--- src/rtl/axis_timing_scheduler_if.sv ---
// Engine-side bus of the axis timing scheduler: launch data out, per-axis result words back.
interface axis_timing_scheduler_if #(
    parameter int unsigned W  = 32,
    parameter int unsigned NP = 5
);
    logic              eng_start;
    logic              eng_const_speed;
    logic [W-1:0]      eng_num;
    logic [W-1:0]      eng_speed;
    logic [W-1:0]      eng_acc;
    logic [W-1:0]      eng_jerk;
    logic [NP*W-1:0]   eng_params;
    logic              eng_finish;

    modport master (
        output eng_start, eng_const_speed, eng_num, eng_speed, eng_acc, eng_jerk,
        input  eng_params, eng_finish
    );

    modport slave (
        input  eng_start, eng_const_speed, eng_num, eng_speed, eng_acc, eng_jerk,
        output eng_params, eng_finish
    );
endinterface

--- src/rtl/axis_timing_scheduler.sv ---
// Time-multiplexes one speed_to_timing engine across N_AXES axes, collecting
// each axis result into a per-axis parameter bank with valid/err flags.
module axis_timing_scheduler #(
    parameter int unsigned N_AXES    = 5,
    parameter int unsigned W         = 32,
    parameter int unsigned NP        = 5,
    parameter int unsigned GAP       = 20,
    parameter int unsigned TIMEOUT   = 1000000,
    parameter int unsigned SKIP_ZERO = 1
) (
    input  logic                     clk,
    input  logic                     reset,
    input  logic                     start,
    input  logic                     const_speed,
    input  logic [N_AXES*W-1:0]      num,
    input  logic [N_AXES*W-1:0]      speed,
    input  logic [N_AXES*W-1:0]      acceleration,
    input  logic [N_AXES*W-1:0]      jerk,
    output logic                     busy,
    output logic                     done,
    output logic                     finish,
    output logic [N_AXES*NP*W-1:0]   params,
    output logic [N_AXES-1:0]        valid,
    output logic [N_AXES-1:0]        err,
    axis_timing_scheduler_if.master  eng
);
    localparam int unsigned IW  = (N_AXES > 1) ? $clog2(N_AXES) : 1;
    localparam int unsigned WDW = $clog2(TIMEOUT + 1);
    localparam int unsigned BW  = NP * W;

    typedef enum logic [2:0] {S_IDLE, S_LOAD, S_WAIT, S_GAP, S_DONE} state_t;

    state_t                 state, state_d;
    logic [IW-1:0]          idx, idx_d;
    logic [15:0]            gap_cnt, gap_cnt_d;
    logic [WDW-1:0]         wd, wd_d;
    logic                   snap_cs, snap_cs_d;
    logic [N_AXES*W-1:0]    snap_num, snap_num_d;
    logic [N_AXES*W-1:0]    snap_spd, snap_spd_d;
    logic [N_AXES*W-1:0]    snap_acc, snap_acc_d;
    logic [N_AXES*W-1:0]    snap_jrk, snap_jrk_d;
    logic                   busy_d, done_d, finish_d;
    logic [N_AXES*NP*W-1:0] params_d;
    logic [N_AXES-1:0]      valid_d, err_d;
    logic                   eng_start_d, eng_cs_d;
    logic [W-1:0]           eng_num_d, eng_spd_d, eng_acc_d, eng_jrk_d;
    logic                   last_axis, skip_axis, advance;

    // Next-state and next-output logic
    always_comb begin
        state_d     = state;
        idx_d       = idx;
        gap_cnt_d   = gap_cnt;
        wd_d        = wd;
        snap_cs_d   = snap_cs;
        snap_num_d  = snap_num;
        snap_spd_d  = snap_spd;
        snap_acc_d  = snap_acc;
        snap_jrk_d  = snap_jrk;
        busy_d      = busy;
        done_d      = 1'b0;
        finish_d    = finish;
        params_d    = params;
        valid_d     = valid;
        err_d       = err;
        eng_start_d = eng.eng_start;
        eng_cs_d    = eng.eng_const_speed;
        eng_num_d   = eng.eng_num;
        eng_spd_d   = eng.eng_speed;
        eng_acc_d   = eng.eng_acc;
        eng_jrk_d   = eng.eng_jerk;
        advance     = 1'b0;
        last_axis   = (32'(idx) == N_AXES - 1);
        skip_axis   = (SKIP_ZERO != 0) && (snap_num[int'(idx)*W +: W] == '0);

        case (state)
            S_IDLE: begin
                if (start) begin
                    snap_cs_d  = const_speed;
                    snap_num_d = num;
                    snap_spd_d = speed;
                    snap_acc_d = acceleration;
                    snap_jrk_d = jerk;
                    params_d   = '0;
                    valid_d    = '0;
                    err_d      = '0;
                    finish_d   = 1'b0;
                    idx_d      = '0;
                    busy_d     = 1'b1;
                    state_d    = S_LOAD;
                end
            end
            S_LOAD: begin
                if (skip_axis) begin
                    params_d[int'(idx)*BW +: BW] = '0;
                    valid_d[idx] = 1'b1;
                    advance      = 1'b1;
                end else begin
                    eng_cs_d    = snap_cs;
                    eng_num_d   = snap_num[int'(idx)*W +: W];
                    eng_spd_d   = snap_spd[int'(idx)*W +: W];
                    eng_acc_d   = snap_acc[int'(idx)*W +: W];
                    eng_jrk_d   = snap_jrk[int'(idx)*W +: W];
                    eng_start_d = 1'b1;
                    wd_d        = '0;
                    state_d     = S_WAIT;
                end
            end
            S_WAIT: begin
                if (eng.eng_finish) begin
                    params_d[int'(idx)*BW +: BW] = eng.eng_params;
                    valid_d[idx] = 1'b1;
                    eng_start_d  = 1'b0;
                    gap_cnt_d    = 16'(GAP);
                    state_d      = S_GAP;
                end else if (wd == WDW'(TIMEOUT - 1)) begin
                    // Watchdog expiry: the bank stays zero and valid stays low
                    err_d[idx]  = 1'b1;
                    eng_start_d = 1'b0;
                    gap_cnt_d   = 16'(GAP);
                    state_d     = S_GAP;
                end else if (wd != '1) begin
                    wd_d = wd + WDW'(1);
                end
            end
            S_GAP: begin
                // A stuck-high eng_finish holds the scheduler here
                if (gap_cnt != 16'd0) begin
                    gap_cnt_d = gap_cnt - 16'd1;
                end else if (!eng.eng_finish) begin
                    advance = 1'b1;
                end
            end
            S_DONE: begin
                done_d   = 1'b1;
                finish_d = 1'b1;
                busy_d   = 1'b0;
                state_d  = S_IDLE;
            end
            default: state_d = S_IDLE;
        endcase

        if (advance) begin
            if (last_axis) begin
                state_d = S_DONE;
            end else begin
                idx_d   = idx + IW'(1);
                state_d = S_LOAD;
            end
        end
    end

    // State and output registers
    always_ff @(posedge clk) begin
        if (!reset) begin
            state               <= S_IDLE;
            idx                 <= '0;
            gap_cnt             <= '0;
            wd                  <= '0;
            snap_cs             <= 1'b0;
            snap_num            <= '0;
            snap_spd            <= '0;
            snap_acc            <= '0;
            snap_jrk            <= '0;
            busy                <= 1'b0;
            done                <= 1'b0;
            finish              <= 1'b0;
            params              <= '0;
            valid               <= '0;
            err                 <= '0;
            eng.eng_start       <= 1'b0;
            eng.eng_const_speed <= 1'b0;
            eng.eng_num         <= '0;
            eng.eng_speed       <= '0;
            eng.eng_acc         <= '0;
            eng.eng_jerk        <= '0;
        end else begin
            state               <= state_d;
            idx                 <= idx_d;
            gap_cnt             <= gap_cnt_d;
            wd                  <= wd_d;
            snap_cs             <= snap_cs_d;
            snap_num            <= snap_num_d;
            snap_spd            <= snap_spd_d;
            snap_acc            <= snap_acc_d;
            snap_jrk            <= snap_jrk_d;
            busy                <= busy_d;
            done                <= done_d;
            finish              <= finish_d;
            params              <= params_d;
            valid               <= valid_d;
            err                 <= err_d;
            eng.eng_start       <= eng_start_d;
            eng.eng_const_speed <= eng_cs_d;
            eng.eng_num         <= eng_num_d;
            eng.eng_speed       <= eng_spd_d;
            eng.eng_acc         <= eng_acc_d;
            eng.eng_jerk        <= eng_jrk_d;
        end
    end
endmodule

--- src/flat_wrapper.sv ---
// flat-port wrapper written by rule: the top's interface ports become plain ports
module axis_timing_scheduler_flat 
#(
    parameter int unsigned N_AXES    = 5,
    parameter int unsigned W         = 32,
    parameter int unsigned NP        = 5,
    parameter int unsigned GAP       = 20,
    parameter int unsigned TIMEOUT   = 1000000,
    parameter int unsigned SKIP_ZERO = 1
)
  (clk, reset, start, const_speed, num, speed, acceleration, jerk, busy, done, finish, params, valid, err, eng_eng_start, eng_eng_const_speed, eng_eng_num, eng_eng_speed, eng_eng_acc, eng_eng_jerk, eng_eng_params, eng_eng_finish);
  axis_timing_scheduler_if #(.W(W), .NP(NP)) eng_i ();
  input  logic clk;
  input  logic reset;
  input  logic start;
  input  logic const_speed;
  input  logic [N_AXES*W-1:0] num;
  input  logic [N_AXES*W-1:0] speed;
  input  logic [N_AXES*W-1:0] acceleration;
  input  logic [N_AXES*W-1:0] jerk;
  output logic busy;
  output logic done;
  output logic finish;
  output logic [N_AXES*NP*W-1:0] params;
  output logic [N_AXES-1:0] valid;
  output logic [N_AXES-1:0] err;
  output wire logic [$bits(eng_i.eng_start)-1:0] eng_eng_start;
  output wire logic [$bits(eng_i.eng_const_speed)-1:0] eng_eng_const_speed;
  output wire logic [$bits(eng_i.eng_num)-1:0] eng_eng_num;
  output wire logic [$bits(eng_i.eng_speed)-1:0] eng_eng_speed;
  output wire logic [$bits(eng_i.eng_acc)-1:0] eng_eng_acc;
  output wire logic [$bits(eng_i.eng_jerk)-1:0] eng_eng_jerk;
  input wire logic [$bits(eng_i.eng_params)-1:0] eng_eng_params;
  input wire logic [$bits(eng_i.eng_finish)-1:0] eng_eng_finish;
  assign eng_eng_start = eng_i.eng_start;
  assign eng_eng_const_speed = eng_i.eng_const_speed;
  assign eng_eng_num = eng_i.eng_num;
  assign eng_eng_speed = eng_i.eng_speed;
  assign eng_eng_acc = eng_i.eng_acc;
  assign eng_eng_jerk = eng_i.eng_jerk;
  assign eng_i.eng_params = eng_eng_params;
  assign eng_i.eng_finish = eng_eng_finish;
  axis_timing_scheduler #(.N_AXES(N_AXES), .W(W), .NP(NP), .GAP(GAP), .TIMEOUT(TIMEOUT), .SKIP_ZERO(SKIP_ZERO)) u_core (.clk(clk), .reset(reset), .start(start), .const_speed(const_speed), .num(num), .speed(speed), .acceleration(acceleration), .jerk(jerk), .busy(busy), .done(done), .finish(finish), .params(params), .valid(valid), .err(err), .eng(eng_i));
endmodule
--- config.mk ---
export PLATFORM = sky130hd
export DESIGN_NAME = axis_timing_scheduler_flat
export DESIGN_NICKNAME = d
export VERILOG_FILES = /design/src/rtl/axis_timing_scheduler_if.sv /design/src/rtl/axis_timing_scheduler.sv /design/src/flat_wrapper.sv
export SDC_FILE = /design/constraint.sdc
export NUM_CORES = 2
export LEC_CHECK = 0
export ABC_AREA = 0
export CAP_MARGIN = 25
export CORE_AREA = 8 8 680 682
export DETAILED_ROUTE_END_ITERATION = 8
export DIE_AREA = 0 0 688 690
export MAX_ROUTING_LAYER = met4
export SLEW_MARGIN = 15
export SYNTH_ARGS = -nofsm -noshare
export SYNTH_HDL_FRONTEND = slang
export SYNTH_SLANG_ARGS = --single-unit
--- constraint.sdc ---
create_clock -name clk -period 6.9 [get_ports clk]
set_input_delay 1.38 -clock clk [delete_from_list [all_inputs] [get_ports clk]]
set_output_delay 1.38 -clock clk [all_outputs]
set_load 0.01 [all_outputs]
==> results.cfg <==
[synth]
synth_area_um2 = 69000
yosysSeqAreaShare = 0.471
ys_ff_latch = 1626
yosys_warnings = 0
syn-mean-instance-area_um2 = 8.28
async_flop_share = 0
synth.most_common_cell = nand2_1
yosysUniqueCellTypes = 77
synth-edff-count = 0
synthFlopType = dfxtp_1
yosysTopAreaCellShare = 0.471
synth_top_cells_by_count = 1798 x nand2_1, 1626 x dfxtp_1, 1094 x a21oi_1
yosys-top-cells-area = dfxtp_1 47%, nand2_1 9.8%, a21oi_1 7.9%
syn_nets = 9161
synth_cells = 8344
synth_top_area_cell = dfxtp_1

[cells_and_area]
seq_area_um2 = 32600
synthToLayoutAreaGrowth_pct = 46.8
final_cells = 16100
multiInputGateArea_um2 = 34000
n_fill_cell = 49700
fin_nets = 10600
utilization = 0.225
drive_gt1_frac = 0.0794

[power]
vdd_drop_max_mv = 0.233
p_leak_nw = 33.3
finalPower_mw = 26.4
power_density_nw_per_um2 = 261

[setup_path]
start_kind = flip-flop
worstSetupPathType = reg2reg
worst-path-stages = 13
crit_path_end_kind = flip-flop
critPathBufInv = 5
cpPeakStageDelay_ps = 860
worstPathArrival_ps = 6010
required_ps = 7680
r2r_cells = 13
cp_common_cell = buf_4
critical_path_peak_fanout = 69
critPathTopFamily = buffers and inverters
crit_chain = buf_4, nand2_1, o32ai_1, nor4_1, nand3_1, nor3_4, buf_4, a21oi_4, buf_12, buf_4, buf_16, nor2_1, a211oi_1
critical_path.slowest_cell = dfxtp_4

[floorplanning]
fp.dieH_um = 690
fp-row-count = 247
io_pins = 1748
start_util = 0.153
die_w_um = 688
core-area_um2 = 451000
die_area_um2 = 475000

[detailed_routing]
drc_errors = 0
vias = 73500
drt-initial-drc-count = 8084
antenna_left = 0
vias_per_cell = 4.55
first_pass_iters = 8
wire_per_inst_um = 32.6
wl_um = 526000

[clocking]
root_buffer = clkbuf_16
clock_latency_ps = 900
ctsResizeCount = 0
clk_path_buf_depth = 4
clkTransAtPathRegs_ps = 60
cts_tree = yes
cts_buffers = 199
cts_sinks = 1626
holdBufCountCts = 0
cts_setup_buffers = 0
htreeDepth = 4

[timing]
rsz0062_at_grt = no
clock_skew_ps = 81.2
hold_ws_ps = 451
hold_violations = 0
fmax_ghz = 0.191
tns_ps = 0
worstMarginPinSlew_ps = 1350
fin_crit_ps = 5230
setup_viol_count_final = 0
drv_slew = 0
period_share = 0.758
timing.slew.headroom = 0.0984

[placed_design]
dp_cells = 15600
dpl.hpwl_um = 413000
portBuffers = 1747
gp_congestion = 0.969

[grt]
overflow = 0
gr-usage-met3 = 0.0466
grt_use_met1 = 0.222
grt_pass1_vias = 68300
grt_use_total = 0.214
grt_pass1_wl_um = 671000
use_met2 = 0.356
antenna_found_initial = 89
grt_max_degree = 234
gr-max-usage-layer = met2

[worst_hold_path]
whs_path_depth = 2
worstHoldPathType = reg2reg

[run]
cap_violations = 0

[status]
status = completed
logic make-up (layout without fill, tap and decap cells):
group                    count (synthesis)  in the layout  synth area share
other                                    0            189                 0
buffers and inverters                  767           2406            0.0454
multiplexers                           442            442            0.0671
AO/OA/AOI/OAI                         2523           2523             0.235
AND/OR/NAND/NOR                       2942           2942             0.175
XOR/XNOR                                32             32           0.00406
adder cells (fa/ha/maj)                 12             12           0.00217
flip-flops                            1626           1626             0.471
final timing paths:
path                             start                      to  slack (ps)
hold / removal    u_core.snap_acc[113]    u_core.snap_acc[113]         450
setup / recovery         u_core.idx[1]  u_core.eng.eng_num[29]        1670
hold reg to reg   u_core.snap_acc[113]    u_core.snap_acc[113]         450
setup reg to reg         u_core.idx[1]  u_core.eng.eng_num[29]        1670
flip-flops by register name, summed over array words and instances, names as in the netlist, 16 cells and up:
name,flops
u_core.snap_jrk,160
u_core.eng.eng_jerk,32
u_core.eng.eng_acc,32
u_core.gap_cnt,16
u_core.eng.eng_num,32
u_core.wd,20
u_core.snap_spd,160
u_core.params,800
u_core.snap_acc,160
u_core.snap_num,160
u_core.eng.eng_speed,32
per-stage QoR:
stage | setup WS (ps) | instance area [µm²]
global route | 1230 | 101000
finish | 1670 | 101000
detailed placement | 1490 | 94000
floorplan | 3110 | 69000
CTS | 1460 | 101000
global placement | 908 | 93700
where the power goes:
| group | internal (mW) | switching (mW) |
|---|---|---|
| registers | 9.88 | 0.316 |
| clock network | 6.55 | 4.75 |
| logic | 1.60 | 3.32 |
tightest hold or removal path, cell delays in order (launching register included):
cell and delay (ps):
dfxtp_1 310, nand2_1 50, a21oi_1 50
placed cells by master (no fill, tap or decap), types with 16 or more instances in the layout:
cell type	count
mux2i_1	362
xnor2_1	24
clkdlybuf4s50_1	1746
diode_2	189
nand4_1	16
dfxtp_1	1623
nor4_1	17
nand3_1	165
clkbuf_1	36
clkinv_2	27
a211oi_1	30
mux2_2	46
a32o_1	18
bufinv_16	18
inv_1	20
mux2i_2	17
clkbuf_8	45
or3_1	24
buf_12	22
nor2_1	602
buf_4	240
and3_1	39
a22o_1	316
a22oi_1	121
nor3_1	156
nand2_1	1794
o22ai_1	194
clkbuf_16	201
o2bb2ai_1	363
a21oi_1	1077
o21ai_0	285
nand4b_1	17
area by class of cell:
cell class / count / area share
multi-input cells: 5951 / 0.336
inverters: 24 / 0.000963
well taps: 5976 / 0.0737
repair buffers: 2018 / 0.196
flip-flops and latches: 1626 / 0.321
clock inverters: 82 / 0.0108
diodes: 189 / 0.00466
clock buffers: 282 / 0.0570
metal layers:
metal / routed length (µm) / share of wire
met5: 0 / 0
met4: 45600 / 0.087
met3: 38000 / 0.072
met2: 256000 / 0.49
met1: 186000 / 0.35
Note: power is estimated with default switching activity, not from simulation.
